[src/rtl/feedback_state_reg_if.sv]
// Handshake and datapath bundle for feedback_state_reg.
// The slave modport is the block itself; the master modport is the surrounding datapath.
interface feedback_state_reg_if #(
  parameter int unsigned WIDTH  = 64,
  parameter int unsigned ROUNDS = 10
);
  localparam int unsigned CW = $clog2(ROUNDS + 1);

  logic             flush;
  logic             in_valid;
  logic             in_ready;
  logic [WIDTH-1:0] in_data;
  logic [WIDTH-1:0] fb_data;
  logic [WIDTH-1:0] upd_mask;
  logic [WIDTH-1:0] state_q;
  logic [CW-1:0]    rnd_idx;
  logic             busy;
  logic             out_valid;
  logic             out_ready;
  logic [WIDTH-1:0] out_data;

  modport slave (
    input  flush,
    input  in_valid,
    input  in_data,
    input  fb_data,
    input  upd_mask,
    input  out_ready,
    output in_ready,
    output state_q,
    output rnd_idx,
    output busy,
    output out_valid,
    output out_data
  );

  modport master (
    output flush,
    output in_valid,
    output in_data,
    output fb_data,
    output upd_mask,
    output out_ready,
    input  in_ready,
    input  state_q,
    input  rnd_idx,
    input  busy,
    input  out_valid,
    input  out_data
  );
endinterface

[src/rtl/feedback_state_reg.sv]
// Registered cipher-state holder for iterative round datapaths.
// Loads an initial state, merges the round-function output under a per-bit mask
// for ROUNDS cycles, then presents the result on a valid/ready output.
module feedback_state_reg #(
  parameter int unsigned WIDTH  = 64,
  parameter int unsigned ROUNDS = 10
) (
  input logic                 clk,
  input logic                 rst,
  feedback_state_reg_if.slave bus
);
  localparam int unsigned   CW      = $clog2(ROUNDS + 1);
  localparam logic [CW-1:0] LastRnd = CW'(ROUNDS - 1);

  typedef enum logic [1:0] {
    StIdle = 2'd0,
    StRun  = 2'd1,
    StDone = 2'd2
  } st_e;

  st_e              st_q, st_d;
  logic [WIDTH-1:0] data_q, data_d;
  logic [CW-1:0]    rnd_q, rnd_d;
  // High for the first cycle after reset; keeps in_ready low while reset is
  // applied and for the edge right after it, so in_ready is a pure register decode.
  logic             rst_hold_q;

  logic             idle_rdy;
  logic             accept;
  logic             last_rnd;
  logic [WIDTH-1:0] merged;

  assign idle_rdy = (st_q == StIdle) && !rst_hold_q;
  assign accept   = idle_rdy && bus.in_valid;
  assign last_rnd = (rnd_q == LastRnd);
  // Per-bit select: 1 takes the round-function bit, 0 keeps the current bit.
  assign merged   = (~bus.upd_mask & data_q) | (bus.upd_mask & bus.fb_data);

  // State register with synchronous reset.
  always_ff @(posedge clk) begin
    if (rst) begin
      st_q       <= StIdle;
      data_q     <= '0;
      rnd_q      <= '0;
      rst_hold_q <= 1'b1;
    end else begin
      st_q       <= st_d;
      data_q     <= data_d;
      rnd_q      <= rnd_d;
      rst_hold_q <= 1'b0;
    end
  end

  // Next-state logic; flush overrides every other transition.
  always_comb begin
    st_d   = st_q;
    data_d = data_q;
    rnd_d  = rnd_q;
    if (bus.flush) begin
      st_d   = StIdle;
      data_d = '0;
      rnd_d  = '0;
    end else begin
      unique case (st_q)
        StIdle: begin
          if (accept) begin
            st_d   = StRun;
            data_d = bus.in_data;
            rnd_d  = '0;
          end
        end
        StRun: begin
          data_d = merged;
          if (last_rnd) begin
            st_d  = StDone;
            rnd_d = '0;
          end else begin
            rnd_d = rnd_q + CW'(1);
          end
        end
        StDone: begin
          if (bus.out_ready) begin
            st_d = StIdle;
          end
        end
        default: begin
          st_d   = StIdle;
          data_d = '0;
          rnd_d  = '0;
        end
      endcase
    end
  end

  // Output decodes, all from registered state.
  always_comb begin
    bus.in_ready  = idle_rdy;
    bus.busy      = (st_q == StRun);
    bus.out_valid = (st_q == StDone);
    bus.state_q   = data_q;
    bus.out_data  = data_q;
    bus.rnd_idx   = rnd_q;
  end

`ifndef SYNTHESIS
  a_rnd_range : assert property (@(posedge clk) disable iff (rst) rnd_q <= LastRnd);

  a_out_hold : assert property (@(posedge clk) disable iff (rst)
    (bus.out_valid && !bus.out_ready && !bus.flush) |=>
    (bus.out_valid && $stable(bus.out_data)));
`endif

endmodule
[src/flat_wrapper.sv]
// flat-port wrapper written by rule: the top's interface ports become plain ports
module feedback_state_reg_flat 
#(
  parameter int unsigned WIDTH  = 64,
  parameter int unsigned ROUNDS = 10
)
  (clk, rst, bus_flush, bus_in_valid, bus_in_data, bus_fb_data, bus_upd_mask, bus_out_ready, bus_in_ready, bus_state_q, bus_rnd_idx, bus_busy, bus_out_valid, bus_out_data);
  feedback_state_reg_if #(.WIDTH(WIDTH), .ROUNDS(ROUNDS)) bus_i ();
  input logic clk;
  input logic rst;
  input wire logic [$bits(bus_i.flush)-1:0] bus_flush;
  input wire logic [$bits(bus_i.in_valid)-1:0] bus_in_valid;
  input wire logic [$bits(bus_i.in_data)-1:0] bus_in_data;
  input wire logic [$bits(bus_i.fb_data)-1:0] bus_fb_data;
  input wire logic [$bits(bus_i.upd_mask)-1:0] bus_upd_mask;
  input wire logic [$bits(bus_i.out_ready)-1:0] bus_out_ready;
  output wire logic [$bits(bus_i.in_ready)-1:0] bus_in_ready;
  output wire logic [$bits(bus_i.state_q)-1:0] bus_state_q;
  output wire logic [$bits(bus_i.rnd_idx)-1:0] bus_rnd_idx;
  output wire logic [$bits(bus_i.busy)-1:0] bus_busy;
  output wire logic [$bits(bus_i.out_valid)-1:0] bus_out_valid;
  output wire logic [$bits(bus_i.out_data)-1:0] bus_out_data;
  assign bus_i.flush = bus_flush;
  assign bus_i.in_valid = bus_in_valid;
  assign bus_i.in_data = bus_in_data;
  assign bus_i.fb_data = bus_fb_data;
  assign bus_i.upd_mask = bus_upd_mask;
  assign bus_i.out_ready = bus_out_ready;
  assign bus_in_ready = bus_i.in_ready;
  assign bus_state_q = bus_i.state_q;
  assign bus_rnd_idx = bus_i.rnd_idx;
  assign bus_busy = bus_i.busy;
  assign bus_out_valid = bus_i.out_valid;
  assign bus_out_data = bus_i.out_data;
  feedback_state_reg #(.WIDTH(WIDTH), .ROUNDS(ROUNDS)) u_core (.clk(clk), .rst(rst), .bus(bus_i));
endmodule
[config.mk]
export PLATFORM = sky130hd
export DESIGN_NAME = feedback_state_reg_flat
export DESIGN_NICKNAME = d
export VERILOG_FILES = /design/src/rtl/feedback_state_reg_if.sv /design/src/rtl/feedback_state_reg.sv /design/src/flat_wrapper.sv
export SDC_FILE = /design/constraint.sdc
export NUM_CORES = 1
export LEC_CHECK = 0
export ABC_AREA = 1
export CAP_MARGIN = 30
export CORE_AREA = 5 5 124 126
export DETAILED_ROUTE_END_ITERATION = 6
export DIE_AREA = 0 0 129 131
export PLACE_DENSITY = 0.78
export SYNTH_ARGS = -nofsm -noshare
export SYNTH_HDL_FRONTEND = slang
export SYNTH_SLANG_ARGS = --single-unit
[constraint.sdc]
create_clock -name clk -period 4.3 [get_ports clk]
set_clock_uncertainty 0.15 [all_clocks]
set_input_delay 1.29 -clock clk [delete_from_list [all_inputs] [get_ports clk]]
set_output_delay 1.29 -clock clk [all_outputs]
set_load 0.005 [all_outputs]
==> parameters.txt, run 1 <==
Parameter                              Value

Run status
  Run status    finished clean

Setup path
  Number of logic stages on the critical path including buffering    4
  Reg2Reg Depth    6
  Reg2Reg Launch Point    u_core.st_q[0]
  Kind of end point of the critical path    output port
  Data required time of the critical path    2860 ps
  Cells along the critical path    inv_2 > nand2_1 > inv_1 > clkdlybuf4s50_1
  Worst path arrival time    1840 ps
  Register-to-register setup slack    2060 ps
  Endpoint of the worst register-to-register path    u_core.bus.rnd_idx[1]
  Capturing element of the worst setup path    bus_out_valid
  Critical path launch point type    register
  Crit path buf inv count    3
  Gate family responsible for the most delay along the worst path    buffers and inverters
  Max incr delay on CP    540 ps
  Worst Setup SP    u_core.st_q[0]
  Worst Setup Path Type    register to output port
  Worst-path cell with the longest stage delay    sky130_fd_sc_hd__clkdlybuf4s50_1
  Critical path fanouts, max    19

Synth
  Register bit count reported by yosys    71
  Syn nets    997
  Cell area after synthesis    4678 µm²
  Mapped Cells    798
  Post-synthesis area per instance    5.862 µm²
  Yosys warns    0
  Share of the yosys chip area belonging to registers    0.3038
  Library cells used by synthesis    20

Floorplan
  Number of cell rows    44
  Number of top-level design ports    332
  Floorplan die width    129 µm
  Std-Cell Core Area    14200 µm²
  Total Die Area    16900 µm²
  Effective utilization at floorplan    0.3294
  Overall die height    131 µm

Placement
  Sum of net half-perimeters after detailed placement    12720 µm
  Final estimated routing congestion in global placement    0.7967
  Number of buffers inserted by port buffering    331

Clock network
  Post-CTS setup repair buffer count    0
  Maximum count of clock buffers along a single path    2
  Clock latency of the later-clocked register in the worst-skew pair    320 ps
  Clock transition at the register clock pins on the worst setup and hold paths after CTS    60 ps
  Post_cts resized    0
  Clock Root Buffer    sky130_fd_sc_hd__clkbuf_16
  CTS Buf Count    9
  Hold buffer count at CTS    0
  H-Tree Level Count    3
  Clock tree from TritonCTS    built
  TritonCTS Sinks    71

Power
  Int Power    1.402 mW
  Sw Pwr    0.5058 mW
  Power Dens Cells    241.7 nW/µm²
  Leakage power total    3.497 nW
  Highest ir drop seen on vdd    146.8 µV
  Switching part of the total power    0.2651
  Part of the power in combinational logic    0.270
  Part of the power in registers    0.377
  Part of the power in the clock network    0.353

STA
  Worst slew pin tran    793.7 ps
  RSZ-0062 raised after global routing    no
  Fin. max-slew vios    0
  Remaining max-slew budget at the tightest pin    0.4708
  Min Hold Slack    347.5 ps
  Setup violation total in the final timing report    0
  Share of the cycle needed by the critical path after routing    0.7624
  Hold Vio Cnt, Final    0
  Top achievable clock speed    0.3050 GHz
  Final critical-path required period    3278 ps
  Post-route setup TNS    0 ps

Detailed routing
  Vias per cell    4.380
  Post-detailed-routing wire length    16450 µm
  Post-route DRC    0
  Avg WL per Cell    13.31 µm
  Total vias in the final route    5414
  Post-route antenna net violation count    0
  Violation count after the first detailed-route iteration    203
  TritonRoute pass-1 iters    4

Cells and area
  Final net count    1246
  Total area of multi-input combinational cells    2285 µm²
  Antenna diode count    0
  Synth-to-layout area growth    68.73%
  Fill cell count    1352
  Storage cell area    1421 µm²
  Proportion of layout cells with a drive suffix above 1    0.02281

Global route
  Total global routing track utilization    0.1802
  Initial antenna violation count    0
  Wire length of the first global-routing pass    24790 µm
  Via count of the first global-routing pass    4976
  Aggregate global routing overflow    0
  Maximum number of pins on one net before global-route repair    69

Worst hold path
  Worst Hold Path Cells    2
  Type of the worst min-delay path    register to register

Run
  Number of max-cap violations    0
[placed cells by master, fill, tap and decap left out, drive strengths merged, types with 3 or more instances in the layout]
cell	count
dfxtp	71
clkbuf	13
o21ai	66
clkinv	3
nand2	322
inv	92
nand3	34
o211ai	15
nor2	74
buf	4
clkdlybuf4s50	331
a21oi	20
[power groups by stage]
stage / Clock, mW / Combinational (mW) / Sequential (mW)
4_1_cts: 0.687 / 0.521 / 0.720
3_3_place_gp: 0 / 0.512 / 0.734
2_1_floorplan: 0 / 0.227 / 0.726
6_report: 0.673 / 0.515 / 0.720
5_1_grt: 0.723 / 0.569 / 0.725
3_5_place_dp: 0 / 0.518 / 0.733
[worst min-delay path by stage]
stage / startpoint / endpoint / slack (ps)
5_1_grt: u_core.bus.out_data[51] / u_core.bus.out_data[51] / 380
4_1_cts: u_core.bus.out_data[51] / u_core.bus.out_data[51] / 350
3_5_place_dp: u_core.bus.out_data[51] / u_core.bus.out_data[51] / 340
3_3_place_gp: u_core.bus.out_data[51] / u_core.bus.out_data[51] / 330
2_1_floorplan: u_core.bus.out_data[30] / u_core.bus.out_data[30] / 340
6_report: u_core.bus.out_data[50] / u_core.bus.out_data[50] / 350
[worst reg2reg max path: stages (launching register included)]
cell and delay, ps:
sky130_fd_sc_hd__dfxtp_1 430, sky130_fd_sc_hd__inv_2 220, sky130_fd_sc_hd__nor2_4 150, sky130_fd_sc_hd__buf_4 580, sky130_fd_sc_hd__nand2_1 250, sky130_fd_sc_hd__or2_0 260, sky130_fd_sc_hd__a21oi_1 120
[final cells by class]
type | instances | share of cell area
Multi-Input combinational cell | 538 | 0.2894
Inverter | 92 | 0.04375
Tap cell | 184 | 0.02916
Sequential cell | 71 | 0.1801
Clock inverter | 3 | 0.002378
Timing Repair Buffer | 335 | 0.4235
Clock buffer | 13 | 0.03170
[metrics by stage]
| stage | utilization | setup slack (ps) | std cells | cell area [µm²] | power, mW |
|---|---|---|---|---|---|
| floorplan | - | 2028 | 798 | 4678 | 0.9536 |
| global placement | 0.5368 | 1248 | 1220 | 7625 | 1.246 |
| detailed placement | 0.5368 | 1179 | 1220 | 7625 | 1.252 |
| CTS | 0.5558 | 982.6 | 1236 | 7894 | 1.928 |
| global route | 0.5558 | 872.2 | 1236 | 7894 | 2.016 |
| finish | 0.5558 | 1022 | 1236 | 7894 | 1.908 |
[logic make-up after synthesis]
| family | Yosys count | share of synthesized area |
|---|---|---|
| compound gates | 101 | 0.1161 |
| simple gates | 434 | 0.3613 |
| xor+xnor | 1 | 0.001873 |
| flops | 71 | 0.3038 |
| fa+ha+maj | 2 | 0.005348 |
| buf+inv | 189 | 0.2116 |
[synth_stat cells]
master / number / area (µm²)
sky130_fd_sc_hd__buf_2: 14 / 70.07
sky130_fd_sc_hd__ha_1: 2 / 25.02
sky130_fd_sc_hd__inv_2: 2 / 7.510
sky130_fd_sc_hd__buf_4: 70 / 525.5
sky130_fd_sc_hd__xor2_1: 1 / 8.760
sky130_fd_sc_hd__nand2_2: 2 / 12.51
sky130_fd_sc_hd__buf_1: 1 / 3.750
sky130_fd_sc_hd__o211ai_1: 15 / 112.6
sky130_fd_sc_hd__inv_1: 90 / 337.8
sky130_fd_sc_hd__dfxtp_1: 71 / 1421
sky130_fd_sc_hd__nand2_1: 320 / 1201
sky130_fd_sc_hd__nor3_1: 1 / 5.000
sky130_fd_sc_hd__o21ai_0: 66 / 330.3
sky130_fd_sc_hd__nand3_1: 34 / 170.2
sky130_fd_sc_hd__or2_0: 1 / 6.260
sky130_fd_sc_hd__nor2_2: 2 / 12.51
sky130_fd_sc_hd__clkbuf_1: 12 / 45.04
sky130_fd_sc_hd__nand4_1: 2 / 12.51
sky130_fd_sc_hd__nor2_1: 72 / 270.3
sky130_fd_sc_hd__a21oi_1: 20 / 100.1
[layer usage]
metal  up-vias  GRT usage  part of all wire
met5         -          0                 0
met4         0    0.04756             0.015
met3        14    0.05610             0.091
met2       213     0.3091              0.48
met1      2309     0.2193              0.42
li1       2878          -                 -
[state kept, by name, summed over array words and instances (netlist names)]
name and flops:
u_core.bus.rnd_idx 4, u_core.st_q 2, u_core.rst_hold_q 1, u_core.bus.out_data 64
Note: power is estimated with default switching activity, not from simulation.
==> run 2, diff against run 1 <==
CORE_AREA = default   (was 5 5 124 126)
CORE_ASPECT_RATIO = 0.7   (was default)
CORE_MARGIN = 5   (was default)
CORE_UTILIZATION = 36   (was default)
DIE_AREA = default   (was 0 0 129 131)
PLACE_DENSITY = 0.83   (was 0.78)
clock period = 3.05 ns   (was 4.3 ns; I/O delays follow)
==> run 2 against run 1 <==
Net effect: hold slack better by 7.5 ps; critical endpoint unchanged; die area is 8.8% lower; core utilization is 7.4 points higher; power is 47% higher; count of clock-buffer cells in the layout is 1 lower; largest cell class unchanged; worst setup slack worse by 780 ps; highest routed layer unchanged; via count is 2.6% higher; non-clock buffer count is 4 higher; wire length is 3.7% higher.
==> parameters.txt, run 2 (synthesized netlist as in run 1, its figures left out) <==
Parameter                              Value

Cells and area
  Leading cell type in the layout, fill and taps excluded    sky130_fd_sc_hd__clkdlybuf4s50_1
  Antenna diode count    0
  Total area of multi-input combinational cells    2285 µm²
  Storage cell area    1421 µm²
  Final net count    1250
  Proportion of layout cells with a drive suffix above 1    0.02749
  Synth-to-layout area growth    69.43%
  Flip-flop count of the largest register after layout    64
  Most frequent cells in the layout    331 x sky130_fd_sc_hd__clkdlybuf4s50_1, 320 x sky130_fd_sc_hd__nand2_1, 90 x sky130_fd_sc_hd__inv_1
  Finished Core Util    0.6295
  Fill cell count    1169
  Final standard cell area without fillers    7926 µm²

Detailed routing
  Vias per cell    4.565
  TritonRoute pass-1 iters    4
  Post-route antenna net violation count    0
  Total vias in the final route    5556
  Violation count after the first detailed-route iteration    194
  Avg WL per Cell    14.02 µm
  Post-detailed-routing wire length    17070 µm
  Post-route DRC    0

Global route
  Wire length of the first global-routing pass    27090 µm
  Total global routing track utilization    0.2124
  Via count of the first global-routing pass    5482
  Aggregate global routing overflow    0
  Maximum number of pins on one net before global-route repair    68
  Initial antenna violation count    0

STA
  Min Hold Slack    355.0 ps
  RSZ-0062 raised after global routing    no
  Remaining max-slew budget at the tightest pin    0.4913
  Share of the cycle needed by the critical path after routing    0.9205
  Setup violation total in the final timing report    0
  Top achievable clock speed    0.3562 GHz
  Fin. max-slew vios    0
  Hold Vio Cnt, Final    0
  Final critical-path required period    2808 ps
  Worst slew pin tran    763.1 ps
  Post-route setup TNS    0 ps
  Final worst setup slack    242.4 ps

Clock network
  Clock Root Buffer    sky130_fd_sc_hd__clkbuf_16
  Post-CTS setup repair buffer count    0
  TritonCTS Sinks    71
  Hold buffer count at CTS    0
  CTS Buf Count    9
  Clock tree from TritonCTS    built
  Maximum count of clock buffers along a single path    2
  H-Tree Level Count    3
  Post_cts resized    0
  Clock latency of the later-clocked register in the worst-skew pair    320 ps
  Clock transition at the register clock pins on the worst setup and hold paths after CTS    50 ps

Setup path
  Kind of end point of the critical path    output port
  Data required time of the critical path    1980 ps
  Critical path fanouts, max    19
  Crit path buf inv count    3
  Worst Setup Path Type    register to output port
  Max incr delay on CP    520 ps
  Critical path launch point type    register
  Cells along the critical path    inv_2 > nand2_1 > inv_1 > clkdlybuf4s50_1
  Worst-path cell with the longest stage delay    sky130_fd_sc_hd__clkdlybuf4s50_1
  Gate family responsible for the most delay along the worst path    buffers and inverters
  Worst path arrival time    1740 ps

Placement
  Post-placement cell area    7627 µm²
  Sum of net half-perimeters after detailed placement    13210 µm
  Worst-case setup slack after placement    523.7 ps
  Final estimated routing congestion in global placement    0.8751
  Number of buffers inserted by port buffering    331

Power
  Highest ir drop seen on vdd    252.4 µV
  Leakage power total    3.528 nW
  Power Dens Cells    353.2 nW/µm²

Run status
  Run status    finished clean

Floorplan
  Std-Cell Core Area    12590 µm²
  Floorplan die width    146.3 µm
  Number of cell rows    34
  Overall die height    105.4 µm
  Number of top-level design ports    332
  Total Die Area    15410 µm²
  Effective utilization at floorplan    0.3715

Run
  Number of max-cap violations    0

Worst hold path
  Type of the worst min-delay path    register to register
[run 2: cell types whose count changed in the layout (fill, tap and decap cells not counted)]
cell / previous run / this run
sky130_fd_sc_hd__buf_4: 4 / 8
sky130_fd_sc_hd__clkbuf_1: 3 / 1
sky130_fd_sc_hd__bufinv_16: 0 / 1
sky130_fd_sc_hd__clkbuf_8: 1 / 2
sky130_fd_sc_hd__clkinv_2: 2 / 1
sky130_fd_sc_hd__clkinv_4: 1 / 0
sky130_fd_sc_hd__clkinvlp_4: 0 / 1
[run 2: cell type report]
class                      count  share of cell area
multi-input combinational    538              0.2882
timing repair buffer         339              0.4256
tap                          162             0.02557
clock buffer                  12             0.03236
sequential                    71              0.1793
clock inverter                 3            0.005367
inverter                      92             0.04357
[run 2: where the power goes]
| group | switching, mW | leakage (nW) | internal, mW |
|---|---|---|---|
| Combinational | 0.295 | 2.81 | 0.443 |
| Clock | 0.376 | 0.145 | 0.672 |
| Sequential | 0.0459 | 0.577 | 0.968 |
| Total | 0.716 | 3.53 | 2.08 |
[run 2: worst paths after layout]
check | cells past startpoint | slack, ps | endpoint | startpoint
hold reg to reg | 2 | 360 | u_core.bus.out_data[34] | u_core.bus.out_data[34]
setup reg to reg | 8 | 810 | u_core.st_q[1] | u_core.st_q[0]
hold / removal | 2 | 360 | u_core.bus.out_data[34] | u_core.bus.out_data[34]
setup / recovery | 4 | 240 | bus_out_valid | u_core.st_q[0]
[run 2: stage by stage]
stage	cells	total power, mW
finish	1217	2.799
detailed placement	1202	1.773
global placement	1202	1.762
CTS	1217	2.833
global route	1217	2.957
floorplan	798	1.344
[run 2: layer usage]
| layer | global-route usage | share of wire | vias to the layer above |
|---|---|---|---|
| met1 | 0.2503 | 0.41 | 2427 |
| li1 | - | - | 2884 |
| met3 | 0.06178 | 0.073 | 23 |
| met4 | 0.05973 | 0.019 | 0 |
| met5 | 0 | 0 | - |
| met2 | 0.3780 | 0.49 | 222 |
[run 2: worst register-to-register path, cell delays in order (launching register included)]
cell                      delay, ps
sky130_fd_sc_hd__dfxtp_1        400
sky130_fd_sc_hd__inv_2          190
sky130_fd_sc_hd__nor2_4         170
sky130_fd_sc_hd__buf_4          630
sky130_fd_sc_hd__nand2_1        250
sky130_fd_sc_hd__inv_1          160
sky130_fd_sc_hd__nor2_1          50
sky130_fd_sc_hd__nor2_1          80
sky130_fd_sc_hd__nor2_1          60
==> run 3, diff against run 2 <==
ABC_AREA = default   (was 1)
CORE_UTILIZATION = 27   (was 36)
PLACE_DENSITY = 0.67   (was 0.83)
==> run 3 against run 2 <==
Net effect: cell area shrank 5.0%; clock power shrank 9.6%; fmax grew 4.3%; highest routed layer unchanged.
==> parameters.txt, run 3 <==
Parameter                              Value

Placement
  Sum of net half-perimeters after detailed placement    12940 µm
  Final estimated routing congestion in global placement    0.8062
  Post-placement cell area    7263 µm²
  Number of buffers inserted by port buffering    331

Floorplan
  Overall die height    115.4 µm
  Std-Cell Core Area    15550 µm²
  Floorplan die width    160.6 µm
  Total Die Area    18540 µm²
  Number of top-level design ports    332
  Number of cell rows    38
  Effective utilization at floorplan    0.2758

Power
  Power Dens Cells    334.5 nW/µm²
  Leakage power total    2.975 nW
  Part of the power in combinational logic    0.233
  Highest ir drop seen on vdd    198.8 µV
  Overall power of the completed layout    2.518 mW
  Switching part of the total power    0.2318
  Int Power    1.934 mW
  Part of the power in the clock network    0.377
  Sw Pwr    0.5839 mW
  Part of the power in registers    0.390

Detailed routing
  Violation count after the first detailed-route iteration    238
  Vias per cell    4.991
  Post-route DRC    0
  TritonRoute pass-1 iters    4
  Avg WL per Cell    18.32 µm
  Total vias in the final route    4612
  Post-detailed-routing wire length    16930 µm
  Post-route antenna net violation count    0

STA
  Fin. max-slew vios    0
  Final critical-path required period    2691 ps
  Share of the cycle needed by the critical path after routing    0.8824
  Hold Vio Cnt, Final    0
  Min Hold Slack    383.1 ps
  Remaining max-slew budget at the tightest pin    0.3915
  Top achievable clock speed    0.3716 GHz
  Worst slew pin tran    912.7 ps
  Post-route setup TNS    0 ps
  RSZ-0062 raised after global routing    no
  Setup violation total in the final timing report    0

Setup path
  Critical path launch point type    register
  Worst-path cell with the longest stage delay    sky130_fd_sc_hd__clkdlybuf4s50_1
  Worst Setup Path Type    register to output port
  Cells along the critical path    nand2b_2 > inv_2 > clkdlybuf4s50_1
  Kind of end point of the critical path    output port
  Data required time of the critical path    1980 ps
  Worst path arrival time    1630 ps
  Critical path fanouts, max    6
  Max incr delay on CP    600 ps

Cells and area
  Fill cell count    1466
  Synth-to-layout area growth    75.58%
  Antenna diode count    0
  Final standard cell area without fillers    7528 µm²
  Proportion of layout cells with a drive suffix above 1    0.08564
  Most frequent cells in the layout    331 x sky130_fd_sc_hd__clkdlybuf4s50_1, 70 x sky130_fd_sc_hd__dfxtp_1, 37 x sky130_fd_sc_hd__inv_1
  Leading cell type in the layout, fill and taps excluded    sky130_fd_sc_hd__clkdlybuf4s50_1
  Final net count    920
  Flip-flop count of the largest register after layout    64

Clock network
  Clock transition at the register clock pins on the worst setup and hold paths after CTS    50 ps
  Clock tree from TritonCTS    built
  CTS Buf Count    9
  TritonCTS Sinks    71
  Clock Root Buffer    sky130_fd_sc_hd__clkbuf_16
  Post-CTS setup repair buffer count    0
  Clock latency of the later-clocked register in the worst-skew pair    320 ps
  Hold buffer count at CTS    0
  Maximum count of clock buffers along a single path    2
  H-Tree Level Count    3
  Post_cts resized    0

Global route
  Total global routing track utilization    0.1724
  Initial antenna violation count    0
  Met1 global-route usage    0.2015
  Met3 capacity usage during global routing    0.06257
  Met2 Track Usage GR    0.3051
  Via count of the first global-routing pass    4843
  Aggregate global routing overflow    0
  Wire length of the first global-routing pass    25700 µm
  Most Used Layer, Global Route    met2
  Maximum number of pins on one net before global-route repair    106

Synth
  Mapped Cells    475
  Register bit count reported by yosys    71
  Cell area after synthesis    4288 µm²
  Cell types with the largest area share after synthesis    sky130_fd_sc_hd__dfxtp_1 33%, sky130_fd_sc_hd__buf_4 11%, sky130_fd_sc_hd__a32o_2 8.9%, sky130_fd_sc_hd__mux2i_1 6.8%, sky130_fd_sc_hd__a22o_1 5.9%
  Syn nets    674
  Library cells used by synthesis    36
  Share of the yosys chip area belonging to registers    0.3315
  Top cell type by total area after synthesis    sky130_fd_sc_hd__dfxtp_1
  Commonest cells in the synthesized netlist    71 x sky130_fd_sc_hd__dfxtp_1, 65 x sky130_fd_sc_hd__buf_4, 37 x sky130_fd_sc_hd__inv_1, 36 x sky130_fd_sc_hd__nand3_1, 36 x sky130_fd_sc_hd__o21ai_0
  Share of the synthesized area in the top cell type    0.3315
  Cell with the most instances after synthesis    sky130_fd_sc_hd__dfxtp_1
  Post-synth EDFFs    0
  Synth async-reset ratio    0
  Predominant post-synthesis flop cell    sky130_fd_sc_hd__dfxtp_1
  Post-synthesis area per instance    9.027 µm²
  Yosys warns    0

Worst hold path
  Type of the worst min-delay path    register to register

Run
  Number of max-cap violations    0

Run status
  Run status    finished clean
[run 3: metrics by stage]
stage               instances  setup WS [ps]    util
finish                    924          358.6  0.4842
global placement          910          309.6  0.4672
global route              924          199.6  0.4842
floorplan                 475          827.7       -
CTS                       924          293.9  0.4842
detailed placement        910          275.1  0.4672
[run 3: final timing paths]
kind / start / end / slack (ps) / cells after the start
worst min-delay path: u_core.bus.out_data[29] / u_core.bus.out_data[29] / 380 / 1
worst min register to register: u_core.bus.out_data[29] / u_core.bus.out_data[29] / 380 / 1
worst max-delay path: u_core.st_q[1] / bus_busy / 360 / 3
worst max register to register: u_core.st_q[1] / u_core.bus.out_data[25] / 980 / 4
[run 3: final cells by class]
class / count / area [µm²] / share of cell area
clock buffers: 13 / 260.3 / 0.03457
clock inverters: 1 / 5.005 / 0.0006648
inverters: 39 / 146.4 / 0.01944
multi-input cells: 261 / 2031 / 0.2697
flip-flops and latches: 71 / 1425 / 0.1893
well taps: 200 / 250.2 / 0.03324
repair buffers: 339 / 3411 / 0.4530
[run 3: logic make-up after synthesis]
kind of cell	share of synthesized area
compound gates	0.3280
buf+inv	0.1984
mux	0.06770
fa+ha+maj	0.005835
simple gates	0.06858
flops	0.3315
[run 3: power groups by stage]
stage / Sequential (mW) / Clock, mW / Combinational, mW
after floorplan: 0.997 / 0 / 0.216
after global placement: 1.00 / 0 / 0.581
after detailed placement: 1.00 / 0 / 0.588
after CTS: 0.983 / 0.993 / 0.591
after global routing: 0.988 / 1.02 / 0.630
final: 0.983 / 0.949 / 0.586
[run 3: per-layer routing]
| layer | share of wire | wire (µm) | vias to the layer above |
|---|---|---|---|
| met5 | 0 | 0 | - |
| met3 | 0.085 | 1434 | 14 |
| met1 | 0.41 | 6943 | 2163 |
| met2 | 0.49 | 8335 | 208 |
| met4 | 0.013 | 215 | 0 |
| li1 | - | - | 2227 |
[run 3: critical path: cells and delay by family (launching register included)]
family                 cells  cell delay, ps
AND/OR/NAND/NOR            1             220
flip-flops                 1             390
buffers and inverters      2             700
